`config.mk`:
```
export PLATFORM = sky130hd
export DESIGN_NAME = namuru_timebase_ctrl_flat
export DESIGN_NICKNAME = d
export VERILOG_FILES = /design/src/rtl/namuru_tb_pkg.sv /design/src/rtl/namuru_timebase_ctrl_if.sv /design/src/rtl/namuru_shadow_reg.sv /design/src/rtl/namuru_timebase_ctrl.sv /design/src/flat_wrapper.sv
export SDC_FILE = /design/constraint.sdc
export NUM_CORES = 1
export LEC_CHECK = 0
export CORE_MARGIN = 2
export CORE_UTILIZATION = 45
export CTS_BUF_LIST = sky130_fd_sc_hd__clkbuf_16
export CTS_CLUSTER_DIAMETER = 100
export CTS_CLUSTER_SIZE = 14
export DETAILED_ROUTE_END_ITERATION = 8
export GPL_TIMING_DRIVEN = 1
export PLACE_DENSITY = 0.76
export SKIP_CTS_REPAIR_TIMING = 1
export SLEW_MARGIN = 20
export SYNTH_ARGS = -nofsm -noshare
export SYNTH_HDL_FRONTEND = slang
export SYNTH_SLANG_ARGS = --single-unit
```
`constraint.sdc`:
```
create_clock -name clk -period 1.6 [get_ports clk]
set_clock_uncertainty 0.05 [all_clocks]
set_input_delay 0.16 -clock clk [delete_from_list [all_inputs] [get_ports clk]]
set_output_delay 0.16 -clock clk [all_outputs]
set_load 0.005 [all_outputs]
```
`src/rtl/namuru_tb_pkg.sv`:
```
// Shared constants for the time_base controller: widths, reset divides,
// register addresses and status/control bit positions.
package namuru_tb_pkg;
    localparam int DW    = 24;
    localparam int OVR_W = 8;

    localparam logic [23:0] TB_TIC_DEFAULT   = 24'h18FFFF;  // 0.1 s at 16.384 MHz
    localparam logic [23:0] TB_ACCUM_DEFAULT = 24'h001FFF;  // 0.5 ms
    localparam logic [23:0] TB_MIN_DIVIDE    = 24'h00000F;

    localparam logic [1:0] TB_A_TIC    = 2'd0;
    localparam logic [1:0] TB_A_ACC    = 2'd1;
    localparam logic [1:0] TB_A_CTRL   = 2'd2;
    localparam logic [1:0] TB_A_STATUS = 2'd2;
    localparam logic [1:0] TB_A_EPOCH  = 2'd3;

    localparam int TB_S_INT      = 0;
    localparam int TB_S_TIC_PEND = 1;
    localparam int TB_S_ACC_PEND = 2;
    localparam int TB_S_OVR_LSB  = 8;

    localparam int TB_C_CLR_INT = 0;
    localparam int TB_C_CLR_OVR = 1;

    typedef enum logic {SH_IDLE, SH_PEND} sh_state_e;
endpackage

```
`src/rtl/namuru_timebase_ctrl_if.sv`:
```
// Host register bus for the time_base controller.
interface namuru_timebase_ctrl_if #(parameter int DW = 24);
    logic          wr_en;
    logic [1:0]    wr_addr;
    logic [DW-1:0] wr_data;
    logic [1:0]    rd_addr;
    logic [31:0]   rd_data;

    modport master (output wr_en, wr_addr, wr_data, rd_addr, input rd_data);
    modport slave  (input wr_en, wr_addr, wr_data, rd_addr, output rd_data);
endinterface

```
`src/rtl/namuru_shadow_reg.sv`:
```
// Shadowed divide register: host writes land in the shadow, and the active
// value only follows on a commit strobe while a write is pending.
module namuru_shadow_reg
    import namuru_tb_pkg::*;
#(
    parameter int           W       = 24,
    parameter logic [W-1:0] RST_VAL = '0,
    parameter logic [W-1:0] MIN_VAL = '0
) (
    input  logic         clk,
    input  logic         rstn,
    input  logic         wr,
    input  logic [W-1:0] wr_data,
    input  logic         commit,
    output logic [W-1:0] active,
    output logic         pend
);
    sh_state_e    state_q;
    logic [W-1:0] shadow_q;
    logic [W-1:0] active_q;

    always_ff @(posedge clk) begin
        if (rstn) begin
            state_q  <= SH_IDLE;
            shadow_q <= RST_VAL;
            active_q <= RST_VAL;
        end else begin
            case (state_q)
                SH_IDLE: if (wr) state_q <= SH_PEND;
                SH_PEND: if (commit) begin
                    // commit uses the pre-edge shadow; a same-edge write stays pending
                    active_q <= shadow_q;
                    state_q  <= wr ? SH_PEND : SH_IDLE;
                end
            endcase
            if (wr) shadow_q <= (wr_data < MIN_VAL) ? MIN_VAL : wr_data;
        end
    end

    assign active = active_q;
    assign pend   = (state_q == SH_PEND);
endmodule

```
`src/rtl/namuru_timebase_ctrl.sv`:
```
// time_base supervisor: period-aligned divide commits, sticky accum interrupt
// with saturating overrun count. Define TB_EPOCH_EN to add the tic epoch counter.
module namuru_timebase_ctrl
    import namuru_tb_pkg::*;
#(
    parameter int           DW         = 24,
    parameter int           OVR_W      = 8,
    parameter logic [DW-1:0] MIN_DIVIDE = 24'h00000F
) (
    input  logic                  clk,
    input  logic                  rstn,
    namuru_timebase_ctrl_if.slave bus,
    input  logic                  pre_tic_enable,
    input  logic                  tic_enable,
    input  logic                  accum_enable,
    output logic [DW-1:0]         tic_divide,
    output logic [DW-1:0]         accum_divide,
    output logic                  accum_int
);
    logic             tic_wr, acc_wr, ctrl_wr, clr_int, clr_ovr, overrun;
    logic             tic_pend, acc_pend;
    logic             accum_en_q;
    logic             accum_int_q, accum_int_d;
    logic [OVR_W-1:0] ovr_cnt_q, ovr_cnt_d;
    logic [31:0]      rd_data_q, rd_data_d, status;
    logic [31:0]      epoch_q, epoch_d;

    assign tic_wr  = bus.wr_en && (bus.wr_addr == TB_A_TIC);
    assign acc_wr  = bus.wr_en && (bus.wr_addr == TB_A_ACC);
    assign ctrl_wr = bus.wr_en && (bus.wr_addr == TB_A_CTRL);

    // never commit on a reload cycle, even if the enables were ever to coincide
    namuru_shadow_reg #(.W(DW), .RST_VAL(TB_TIC_DEFAULT), .MIN_VAL(MIN_DIVIDE)) u_tic (
        .clk(clk), .rstn(rstn), .wr(tic_wr), .wr_data(bus.wr_data),
        .commit(tic_enable && !pre_tic_enable), .active(tic_divide), .pend(tic_pend)
    );

    // accum reloads on accum_enable itself, so commit one cycle later
    namuru_shadow_reg #(.W(DW), .RST_VAL(TB_ACCUM_DEFAULT), .MIN_VAL(MIN_DIVIDE)) u_acc (
        .clk(clk), .rstn(rstn), .wr(acc_wr), .wr_data(bus.wr_data),
        .commit(accum_en_q), .active(accum_divide), .pend(acc_pend)
    );

    always_comb begin
        clr_int = ctrl_wr && bus.wr_data[TB_C_CLR_INT];
        clr_ovr = ctrl_wr && bus.wr_data[TB_C_CLR_OVR];
        // a clear racing a new event is treated as acknowledging the old one
        overrun = accum_enable && accum_int_q && !clr_int;

        accum_int_d = accum_int_q;
        if (clr_int)      accum_int_d = 1'b0;
        if (accum_enable) accum_int_d = 1'b1;

        ovr_cnt_d = ovr_cnt_q;
        if (clr_ovr)
            ovr_cnt_d = overrun ? OVR_W'(1) : '0;
        else if (overrun && (ovr_cnt_q != '1))
            ovr_cnt_d = ovr_cnt_q + OVR_W'(1);

        status                              = '0;
        status[TB_S_INT]                    = accum_int_q;
        status[TB_S_TIC_PEND]               = tic_pend;
        status[TB_S_ACC_PEND]               = acc_pend;
        status[TB_S_OVR_LSB +: OVR_W]       = ovr_cnt_q;

`ifdef TB_EPOCH_EN
        epoch_d = epoch_q + 32'(tic_enable);
`else
        epoch_d = '0;
`endif

        case (bus.rd_addr)
            TB_A_TIC:    rd_data_d = 32'(tic_divide);
            TB_A_ACC:    rd_data_d = 32'(accum_divide);
            TB_A_STATUS: rd_data_d = status;
            TB_A_EPOCH:  rd_data_d = epoch_q;
            default:     rd_data_d = '0;
        endcase
    end

    always_ff @(posedge clk) begin
        if (rstn) begin
            accum_en_q  <= 1'b0;
            accum_int_q <= 1'b0;
            ovr_cnt_q   <= '0;
            rd_data_q   <= '0;
            epoch_q     <= '0;
        end else begin
            accum_en_q  <= accum_enable;
            accum_int_q <= accum_int_d;
            ovr_cnt_q   <= ovr_cnt_d;
            rd_data_q   <= rd_data_d;
            epoch_q     <= epoch_d;
        end
    end

    assign accum_int   = accum_int_q;
    assign bus.rd_data = rd_data_q;
endmodule

```
`src/flat_wrapper.sv`:
```
// flat-port wrapper written by rule: the top's interface ports become plain ports
module namuru_timebase_ctrl_flat import namuru_tb_pkg::*;
#(
    parameter int           DW         = 24,
    parameter int           OVR_W      = 8,
    parameter logic [DW-1:0] MIN_DIVIDE = 24'h00000F
)
  (clk, rstn, pre_tic_enable, tic_enable, accum_enable, tic_divide, accum_divide, accum_int, bus_wr_en, bus_wr_addr, bus_wr_data, bus_rd_addr, bus_rd_data);
  namuru_timebase_ctrl_if #(.DW(DW)) bus_i ();
  input  logic clk;
  input  logic rstn;
  input  logic pre_tic_enable;
  input  logic tic_enable;
  input  logic accum_enable;
  output logic [DW-1:0] tic_divide;
  output logic [DW-1:0] accum_divide;
  output logic accum_int;
  input wire logic [$bits(bus_i.wr_en)-1:0] bus_wr_en;
  input wire logic [$bits(bus_i.wr_addr)-1:0] bus_wr_addr;
  input wire logic [$bits(bus_i.wr_data)-1:0] bus_wr_data;
  input wire logic [$bits(bus_i.rd_addr)-1:0] bus_rd_addr;
  output wire logic [$bits(bus_i.rd_data)-1:0] bus_rd_data;
  assign bus_i.wr_en = bus_wr_en;
  assign bus_i.wr_addr = bus_wr_addr;
  assign bus_i.wr_data = bus_wr_data;
  assign bus_i.rd_addr = bus_rd_addr;
  assign bus_rd_data = bus_i.rd_data;
  namuru_timebase_ctrl #(.DW(DW), .OVR_W(OVR_W), .MIN_DIVIDE(MIN_DIVIDE)) u_core (.clk(clk), .rstn(rstn), .bus(bus_i), .pre_tic_enable(pre_tic_enable), .tic_enable(tic_enable), .accum_enable(accum_enable), .tic_divide(tic_divide), .accum_divide(accum_divide), .accum_int(accum_int));
endmodule
```
==> impl_metrics.json <==
{
  "outcome": "complete, no violations",
  "rrSetupSlack_ns": 0.04,
  "synth_top_area_cell": "dfxtp_1",
  "vias": 4721,
  "grtUsageTotal_pct": 23.9,
  "port_buffers": 106,
  "cap_violations": 0,
  "gp_congestion": 0.887,
  "synth_xor_area_share_pct": 0,
  "synth_top_area_share_pct": 52.1,
  "synth_area_leaders": "dfxtp_1 52%, nand2_1 14%, nand3b_1 7.8%, a21oi_1 5.1%, mux2i_1 4.9%",
  "reg2reg_from": "u_core.ovr_cnt_q[4]",
  "startpoint_type": "register",
  "yosys_warnings": 0,
  "path_class": "reg2reg",
  "dp_slack_ns": -0.476,
  "cts_tree": "done",
  "cts_inserted_buffers": 17,
  "synth_cells": 600,
  "die_height_um": 110,
  "setup_ws_ns": 0.0388,
  "synth_top_family_by_area": "simple AND/OR/NAND/NOR gates",
  "synth-seq-area-share_pct": 52.1,
  "grt_max_degree": 90,
  "rows": 38,
  "crit_arrival_ns": 1.85,
  "rsz0062_at_grt": "no",
  "min_period_ns": 1.56,
  "cts.sinks": 132,
  "clock_path_buffers": 2,
  "worst_path_max_delay_cell": "or3_1",
  "fp.dieW_um": 110,
  "synth_compound_area_share_pct": 7.77,
  "cp-startpoint": "u_core.ovr_cnt_q[4]",
  "routedWlPerCell_um": 15.6,
  "yosysMostFrequentCell": "nand2_1",
  "pwr-share-comb_pct": 8.3,
  "switchingPower_mw": 1.69,
  "drt_wl_total_mm": 14.0,
  "pwr-share-seq_pct": 45.0,
  "synth_edf_count": 0,
  "antenna_left": 0,
  "top_layer_used": "met4",
  "syn_to_final_growth_pct": 41.4,
  "syn_area_per_cell_um2": 8.45,
  "drive_gt1_share_pct": 13.4,
  "htreeDepth": 4,
  "clkTransAtPathRegs_ns": 0.06,
  "async_reset_ff_share_pct": 0,
  "n_antenna_cell": 0,
  "clockRootBuffer": "clkbuf_16",
  "switching_share_pct": 22.1,
  "dpl.hpwl_mm": 9.92,
  "pin_count": 115,
  "wl_met1_mm": 5.94,
  "worstMarginPinSlew_ns": 0.710,
  "drc_errors": 0,
  "grt_pass1_vias": 4554,
  "antenna_found_initial": 0,
  "worst_ep_required_time_ns": 1.88,
  "grt_pass1_wl_mm": 22.2,
  "drtIter0Drc": 282,
  "synth_ff_type": "dfxtp_1",
  "crit_top_cell": "or3_1",
  "cp_max_fo": 5,
  "end_kind": "register",
  "ir_worst_vdd_uv": 644,
  "viasPerCell": 5.25,
  "synthTopCellsByCount": "184 x nand2_1, 132 x dfxtp_1, 53 x nand3b_1",
  "p_int_mw": 5.97,
  "slew_violations": 0,
  "hold_path.class": "in2reg",
  "synthMuxAreaShare_pct": 4.94,
  "clockPowerShare_pct": 46.7,
  "synthAdderAreaFrac_pct": 0.247,
  "dieArea_um2": 12100,
  "synth_simple_gate_area_share_pct": 30.5,
  "holdCritStartpoint": "rstn",
  "synth_cell_type_count": 40,
  "insertion_delay_ns": 0.40,
  "initial_core_util_pct": 46.4,
  "wl_met2_mm": 6.79,
  "fmax_mhz": 641,
  "overflow": 0,
  "hold_viol": 0,
  "slowest_delay_ns": 0.43,
  "syn_area_um2": 5070,
  "leakagePower_nw": 3.00,
  "firstDrtPassIters": 5,
  "crit_chain": "nand2_1, or3_1, or3_1, a21oi_1",
  "synth_seq_cells": 132,
  "power_density_nw_per_um2": 1070,
  "design.core.area_um2": 10900,
  "slew-limit-headroom_pct": 52.6,
  "setup_viol": 0,
  "power.total_mw": 7.66,
  "nets": 781,
  "met3_length_mm": 1.14,
  "fin_crit_sh_pct": 97.6
}
==> through the flow <==
step / TNS (ns) / utilization [%] / instances / hold WS, ns / area, um^2
3_5_place_dp: -7.97 / 60.3 / 867 / 0.394 / 6600
4_1_cts: -0.199 / 65.4 / 899 / 0.0515 / 7150
5_1_grt: 0 / 65.6 / 899 / 0.0795 / 7170
6_report: 0 / 65.6 / 899 / 0.0589 / 7170
2_1_floorplan: 0 / - / 607 / 0.227 / 5100
3_3_place_gp: -5.73 / 60.3 / 867 / 0.391 / 6600
==> path summary, 6_finish.rpt <==
path,cells past startpoint,to
setup / recovery,4,u_core.ovr_cnt_q[7]
hold / removal,3,u_core.u_acc.active[0]
setup reg to reg,4,u_core.ovr_cnt_q[7]
hold reg to reg,2,u_core.u_acc.active[23]
==> power groups by stage <==
stage / Clock [mW] / Combinational [mW] / Sequential [mW]
after floorplan: 0 / 0.286 / 3.51
after global placement: 0 / 0.610 / 3.51
after detailed placement: 0 / 0.624 / 3.52
after CTS: 3.61 / 0.631 / 3.45
after global routing: 3.80 / 0.689 / 3.46
final: 3.58 / 0.633 / 3.45
==> flip-flops by register name (all words and copies together) (netlist names) <==
signal                 flops
u_core.u_tic.active       24
u_core.u_tic.pend          1
u_core.u_tic.shadow_q     24
u_core.u_acc.pend          1
u_core.accum_en_q          1
u_core.u_acc.shadow_q     24
u_core.u_acc.active       24
u_core.ovr_cnt_q           8
u_core.bus.rd_data        24
u_core.accum_int           1
==> critical path, delay by kind of cell (launching register included) <==
kind            cells  cell delay, ns
compound gates      1            0.14
simple gates        3            0.89
flops               1            0.42
==> cell usage in the layout (no fill, tap or decap), types with 2 or more instances in the layout <==
cell	n
conb_1	8
nor3_1	9
inv_1	6
dfxtp_1	131
buf_2	2
a21oi_1	52
clkinv_1	3
nand3b_1	53
or3_1	2
clkinv_2	5
nand2b_1	2
buf_12	3
nor2_1	41
nand3_2	4
o21ai_0	2
clkbuf_16	17
a31oi_1	8
o311ai_0	2
o41ai_1	2
or2_2	2
clkdlybuf4s50_1	104
nor2b_1	2
and2_1	2
bufinv_16	2
nand3_1	3
nand2_1	184
mux2i_1	25
o31ai_1	3
clkinv_4	2
buf_4	56
nor4_1	5
==> kinds of logic (layout without fill, tap and decap cells) <==
group,count (synthesis),in the layout
muxes,25,25
and+or+nand+nor,322,322
AOI/OAI and AO/OA,71,71
buffers and inverters,48,200
other,1,8
DFF,132,132
adders and majority gates,1,1
==> final cells by class <==
type	instances	area, um^2
inverter	3	11.3
fill	923	3770
sequential	132	2640
clock buffer	17	425
tap	140	175
multi-input combinational	427	2260
timing repair buffer	165	1530
clock inverter	15	125
==> layer usage <==
layer,global-route usage [%],vias up
met4,7.41,0
met5,0,-
met1,30.8,2236
met2,39.0,190
li1,-,2283
met3,6.53,12
(Power assumes the default switching activity.)
